--- src/rtl/reduction_add_stage.sv ---
// reduction_add_stage
//   Accumulates a group of beats from the upstream select mux into one result.
//   Each beat is reduced to a single value (add / pass left / pass right /
//   pass left with right forwarded to o_bypass). The per-beat values are summed
//   over a group of N beats, where N is taken from i_fold_num on the first beat.
//   The result sits in a single output register with valid/ready handshake.
//
//   state | meaning
//   ------+---------------------------------------------------------------
//   IDLE  | no group open; the next accepted beat starts a new group
//   ACC   | group open, r_cnt beats (>0) already folded into r_acc
module reduction_add_stage #(
  parameter int W      = 32,
  parameter int FOLD_W = 4
) (
  input  logic              clk,
  input  logic              rst_n,
  input  logic              i_valid,
  output logic              o_ready,
  input  logic [2*W-1:0]    i_data,
  input  logic [1:0]        i_mode,
  input  logic [FOLD_W-1:0] i_fold_num,
  output logic              o_valid,
  input  logic              i_ready,
  output logic [W-1:0]      o_sum,
  output logic [W-1:0]      o_bypass,
  output logic              o_ovf
);

  typedef enum logic {
    IDLE = 1'b0,
    ACC  = 1'b1
  } state_t;

  localparam logic [1:0] MODE_ADD   = 2'b00;
  localparam logic [1:0] MODE_LEFT  = 2'b01;
  localparam logic [1:0] MODE_RIGHT = 2'b10;
  localparam logic [1:0] MODE_BOTH  = 2'b11;

  localparam logic [FOLD_W-1:0] CNT_ONE = {{(FOLD_W-1){1'b0}}, 1'b1};

  state_t              r_state;
  state_t              w_state_nxt;
  logic [FOLD_W-1:0]   r_cnt;
  logic [FOLD_W-1:0]   w_cnt_nxt;
  logic [FOLD_W-1:0]   r_len;
  logic [FOLD_W-1:0]   w_len_nxt;
  logic [W-1:0]        r_acc;
  logic [W-1:0]        w_acc_nxt;
  logic                r_grp_ovf;
  logic                w_grp_ovf_nxt;

  logic [W-1:0]        w_left;
  logic [W-1:0]        w_right;
  logic                w_accept;
  logic [W-1:0]        w_pair_sum;
  logic                w_pair_ovf;
  logic [W-1:0]        w_beat_val;
  logic                w_beat_ovf;
  logic [W-1:0]        w_acc_sum;
  logic                w_acc_ovf;
  logic [FOLD_W-1:0]   w_first_len;
  logic [FOLD_W-1:0]   w_cnt_inc;

  logic                w_final;
  logic [W-1:0]        w_final_sum;
  logic                w_final_ovf;
  logic [W-1:0]        w_final_byp;

  assign w_left  = i_data[W-1:0];
  assign w_right = i_data[2*W-1:W];

  // The output register can take a new result whenever it is empty or being drained.
  assign o_ready  = !o_valid || i_ready;
  assign w_accept = i_valid && o_ready;

  // Two's-complement overflow: operands share a sign and the result sign differs.
  assign w_pair_sum = w_left + w_right;
  assign w_pair_ovf = (w_left[W-1] == w_right[W-1]) && (w_pair_sum[W-1] != w_left[W-1]);

  assign w_acc_sum  = r_acc + w_beat_val;
  assign w_acc_ovf  = (r_acc[W-1] == w_beat_val[W-1]) && (w_acc_sum[W-1] != r_acc[W-1]);

  // A fold count of zero would never terminate a group, so treat it as one.
  assign w_first_len = (i_fold_num == '0) ? CNT_ONE : i_fold_num;
  assign w_cnt_inc   = r_cnt + CNT_ONE;

  // Only mode 11 forwards the right operand; the final beat decides o_bypass.
  assign w_final_byp = (i_mode == MODE_BOTH) ? w_right : '0;

  // Reduce the operand pair of the current beat to a single value.
  always_comb begin
    w_beat_val = '0;
    w_beat_ovf = 1'b0;
    case (i_mode)
      MODE_ADD: begin
        w_beat_val = w_pair_sum;
        w_beat_ovf = w_pair_ovf;
      end
      MODE_LEFT:  w_beat_val = w_left;
      MODE_RIGHT: w_beat_val = w_right;
      MODE_BOTH:  w_beat_val = w_left;
      default:    w_beat_val = '0;
    endcase
  end

  // Next-state logic: open, extend or close the group on each accepted beat.
  always_comb begin
    w_state_nxt   = r_state;
    w_cnt_nxt     = r_cnt;
    w_len_nxt     = r_len;
    w_acc_nxt     = r_acc;
    w_grp_ovf_nxt = r_grp_ovf;
    w_final       = 1'b0;
    w_final_sum   = '0;
    w_final_ovf   = 1'b0;

    case (r_state)
      IDLE: begin
        if (w_accept) begin
          if (w_first_len == CNT_ONE) begin
            w_final       = 1'b1;
            w_final_sum   = w_beat_val;
            w_final_ovf   = w_beat_ovf;
            w_state_nxt   = IDLE;
            w_cnt_nxt     = '0;
            w_len_nxt     = '0;
            w_acc_nxt     = '0;
            w_grp_ovf_nxt = 1'b0;
          end else begin
            w_state_nxt   = ACC;
            w_cnt_nxt     = CNT_ONE;
            w_len_nxt     = w_first_len;
            w_acc_nxt     = w_beat_val;
            w_grp_ovf_nxt = w_beat_ovf;
          end
        end
      end

      ACC: begin
        if (w_accept) begin
          if (w_cnt_inc == r_len) begin
            w_final       = 1'b1;
            w_final_sum   = w_acc_sum;
            w_final_ovf   = r_grp_ovf | w_beat_ovf | w_acc_ovf;
            w_state_nxt   = IDLE;
            w_cnt_nxt     = '0;
            w_len_nxt     = '0;
            w_acc_nxt     = '0;
            w_grp_ovf_nxt = 1'b0;
          end else begin
            w_cnt_nxt     = w_cnt_inc;
            w_acc_nxt     = w_acc_sum;
            w_grp_ovf_nxt = r_grp_ovf | w_beat_ovf | w_acc_ovf;
          end
        end
      end

      default: begin
        w_state_nxt   = IDLE;
        w_cnt_nxt     = '0;
        w_len_nxt     = '0;
        w_acc_nxt     = '0;
        w_grp_ovf_nxt = 1'b0;
      end
    endcase
  end

  // State, beat counter, group length and running accumulator.
  always_ff @(posedge clk or negedge rst_n) begin
    if (!rst_n) begin
      r_state   <= IDLE;
      r_cnt     <= '0;
      r_len     <= '0;
      r_acc     <= '0;
      r_grp_ovf <= 1'b0;
    end else begin
      r_state   <= w_state_nxt;
      r_cnt     <= w_cnt_nxt;
      r_len     <= w_len_nxt;
      r_acc     <= w_acc_nxt;
      r_grp_ovf <= w_grp_ovf_nxt;
    end
  end

  // Result register: load on group completion, drop valid once drained.
  always_ff @(posedge clk or negedge rst_n) begin
    if (!rst_n) begin
      o_valid  <= 1'b0;
      o_sum    <= '0;
      o_bypass <= '0;
      o_ovf    <= 1'b0;
    end else if (w_final) begin
      o_valid  <= 1'b1;
      o_sum    <= w_final_sum;
      o_bypass <= w_final_byp;
      o_ovf    <= w_final_ovf;
    end else if (i_ready) begin
      o_valid  <= 1'b0;
    end
  end

endmodule
--- config.mk ---
export PLATFORM = sky130hd
export DESIGN_NAME = reduction_add_stage
export DESIGN_NICKNAME = d
export VERILOG_FILES = /design/src/rtl/reduction_add_stage.sv
export SDC_FILE = /design/constraint.sdc
export NUM_CORES = 1
export LEC_CHECK = 0
export ABC_AREA = 1
export CORE_MARGIN = 3
export CORE_UTILIZATION = 34
export CTS_CLUSTER_DIAMETER = 30
export CTS_CLUSTER_SIZE = 25
export DETAILED_ROUTE_END_ITERATION = 8
export PLACE_DENSITY_LB_ADDON = 0.08
export SKIP_CTS_REPAIR_TIMING = 1
export SYNTH_ARGS = -nofsm -noshare
export SYNTH_HDL_FRONTEND = slang
export SYNTH_SLANG_ARGS = --single-unit
--- constraint.sdc ---
create_clock -name clk -period 2.7 [get_ports clk]
set_clock_uncertainty 0.15 [all_clocks]
set_input_delay 0.54 -clock clk [delete_from_list [all_inputs] [get_ports clk]]
set_output_delay 0.54 -clock clk [all_outputs]
set_load 0.02 [all_outputs]
==> flow_summary.toml <==
[status]
outcome = "complete, but fails checks"
violations = "hold timing, setup timing"

[clock_network]
cts.htree.levels = 3
clk_path_buf_depth = 2
clockRootBuffer = "clkbuf_16"
numCtsBuffers = 9
clkTransAtPathRegs_ps = 90
cts_tree = "built"
clk_latency_ps = 370
cts_num_sinks = 108

[detailed_routing]
drc = 0
dr.pass1.iters = 5
routedWlPerCell_um = 17.3
wirelength_um = 38600
via_per_inst = 5.00
drt_iter0_markers = 757
via_count = 11189
ant_nets = 0

[finish]
area_growth_pct = 71.7
fin_nets = 2000
final_area_um2 = 16200
num_antenna_cells = 0
fill_cells = 2444
drive_gt1_frac = 0.386

[power_and_ir_drop]
pwr-share-comb = 0.727
leakage_nw = 7.82
p_int_mw = 8.25
power.density_nw_per_um2 = 964
power_frac_seq = 0.176
p_sw_mw = 7.36
ir_drop_mv = 0.579
p_sw_frac = 0.471
power_mw = 15.6
p_clk_frac = 0.098

[yosys]
synthArstFlopShare = 1.00
yosysSeqAreaShare = 0.286
ys_types = 52
synthesis.area_um2 = 9440
yosys_warnings = 0
syn_avg_cell_area_um2 = 6.59
synth_seq_cells = 108
synth_fp_nets = 1570
synth-edff-count = 0
synthFlopType = "dfrtp_1"
syn_inst = 1431

[critical_path]
path_max_fanout = 4
required_ps = 2810
path_class = "in2reg"
arrival_ps = 3820
crit_path_start_kind = "input port"
endpoint_kind = "flip-flop"

[floorplan]
initial_core_util = 0.348
num_io_pins = 141
die_w_um = 173
rows = 60
core_area_um2 = 27100
die_area_um2 = 29800
die_height_um = 173

[grt]
grt_max_degree = 50
grt_pass1_vias = 10832
antenna_found_initial = 0
gr-usage-all-layers = 0.246
grt_pass1_wl_um = 58900
gr-total-overflow = 0

[sta]
setup_slack_ps = -1020
final_hold_viol_count = 30
setup_viol = 60
rsz0062_at_grt = "true"
fin_crit_sh = 1.38
maxSlewHeadroom = 0.640
holdWs_ps = -25.5
tightest_slew_ps = 540
slew_violations = 0
fmax_mhz = 269
layout_min_cycle_time_ps = 3720

[placement]
globalplace.congestion = 0.963
place_area_um2 = 14000
dp_hpwl_um = 29600
port-buffer-count = 140

[job]
maxCapViolCount = 0

[hold_path]
hold_path_class = "in2async"
==> state kept, by name (all words and copies together) (netlist names) <==
name       cells
o_bypass      32
r_grp_ovf      1
r_state        1
r_acc         32
o_valid        1
o_ovf          1
r_cnt          4
o_sum         32
r_len          4
==> logic make-up after synthesis <==
group                      count (synthesis)  synth area share
buffers and inverters                    218            0.0919
AOI/OAI and AO/OA                        295             0.190
DFF                                      108             0.286
adders and majority gates                 65            0.0878
xor gates and xnor gates                  25            0.0240
and+or+nand+nor                          720             0.320
==> power groups by stage <==
stage	registers, mW	clock network (mW)	logic [mW]
4_1_cts	2.72	1.57	9.52
6_report	2.74	1.52	11.3
3_3_place_gp	2.73	0	9.41
3_5_place_dp	2.74	0	9.46
2_1_floorplan	3.03	0	5.23
5_1_grt	2.82	1.61	12.3
==> final timing paths <==
check,slack [ps],startpoint,cells past startpoint,endpoint
worst max-delay path,-1020,i_data[33],26,o_ovf
worst min-delay path,-30,rst_n,1,o_bypass[30]
worst max register to register,70,r_acc[0],19,r_acc[20]
worst min register to register,330,o_bypass[31],2,o_bypass[31]
max in group asynchronous,1780,rst_n,2,r_acc[2]
min in group clk,330,o_bypass[31],2,o_bypass[31]
==> metal layers <==
| layer | wire length [um] | global-route usage | vias up | share of wire |
|---|---|---|---|---|
| li1 | - | - | 5594 | - |
| met1 | 17800 | 0.341 | 5265 | 0.46 |
| met2 | 18000 | 0.398 | 272 | 0.47 |
| met3 | 1660 | 0.0321 | 58 | 0.043 |
| met4 | 1210 | 0.0804 | 0 | 0.031 |
| met5 | 0 | 0 | - | 0 |
==> layout make-up <==
type	instances	area [um2]	area share
clock buffer	10	239	0.0148
clock inverter	6	80.1	0.00494
inverter	175	657	0.0405
multi-input combinational	1105	7900	0.488
sequential	108	2700	0.167
tap	372	465	0.0287
timing repair buffer	462	4160	0.256
==> cells in the final DEF (no fill, tap or decap), types with 38 or more instances in the layout <==
| cell type | netlist | final |
|---|---|---|
| nor2_1 | 112 | 66 |
| nand2_2 | 1 | 58 |
| nand2_1 | 447 | 378 |
| inv_2 | 1 | 39 |
| inv_1 | 174 | 136 |
| o21ai_0 | 78 | 49 |
| ha_4 | 0 | 53 |
| a21oi_1 | 99 | 38 |
| dfrtp_1 | 108 | 108 |
| a21oi_2 | 0 | 51 |
| nand3_1 | 105 | 72 |
| buf_4 | 2 | 297 |
| clkdlybuf4s50_1 | 0 | 83 |
| dlymetal6s2s_1 | 0 | 54 |
==> synth_stat cells (2+ instances only) <==
library cell,n,share of area
inv_1,174,0.069
buf_2,10,0.0053
a21o_1,5,0.0040
o21ai_2,6,0.0056
nand4_1,18,0.012
xor2_1,18,0.017
buf_6,2,0.0024
o21ai_0,78,0.041
o21ai_1,3,0.0016
o21bai_1,14,0.011
o21a_1,5,0.0040
nor2_8,2,0.0042
nor2_1,112,0.045
buf_1,3,0.0012
buf_4,2,0.0016
or2_2,4,0.0027
dfrtp_1,108,0.29
or2_1,2,0.0013
nor4_1,2,0.0013
nand2_1,447,0.18
o211ai_1,21,0.017
fa_1,2,0.0042
clkbuf_1,23,0.0091
o22ai_1,3,0.0020
ha_1,63,0.084
xnor2_1,6,0.0056
a21oi_1,99,0.053
a21boi_0,5,0.0040
and2_1,3,0.0020
nand3b_1,5,0.0040
a22oi_1,3,0.0024
o221ai_1,11,0.010
nand3_1,105,0.056
o22a_1,21,0.019
a31oi_1,17,0.011
nor3_1,12,0.0064
clkbuf_2,2,0.0011
==> stage by stage <==
| step | std cells | worst slack (ps) | setup TNS, ps | utilization | hold slack [ps] |
|---|---|---|---|---|---|
| 2_1_floorplan | 1431 | -745 | -26780 | - | 94.4 |
| 3_3_place_gp | 2187 | -1900 | -95750 | 0.517 | 313 |
| 3_5_place_dp | 2187 | -2040 | -100330 | 0.517 | 315 |
| 4_1_cts | 2203 | -1660 | -76570 | 0.529 | -16.3 |
| 5_1_grt | 2238 | -1210 | -55380 | 0.598 | 2.60 |
| 6_report | 2238 | -1020 | -44630 | 0.598 | -25.5 |
==> worst max-delay path, stage by stage <==
cell and delay (ps):
dlymetal6s2s_1 180, inv_1 130, fa_2 390, o21ai_4 220, nand2_1 70, o211ai_1 180
nand2_1 120, nand2_2 130, a21oi_1 70, o21ai_1 70, nand2_1 130, inv_2 90
ha_4 210, nand2_2 60, a21oi_1 70, nor2_2 130, o21ai_2 90, a21oi_4 220
buf_6 130, inv_1 50, nand2_1 70, nand3_2 90, nand3_2 100, nand3_2 80
o21ai_1 140, nand2_1 70
No activity file was read; power rests on OpenSTA's default activity.
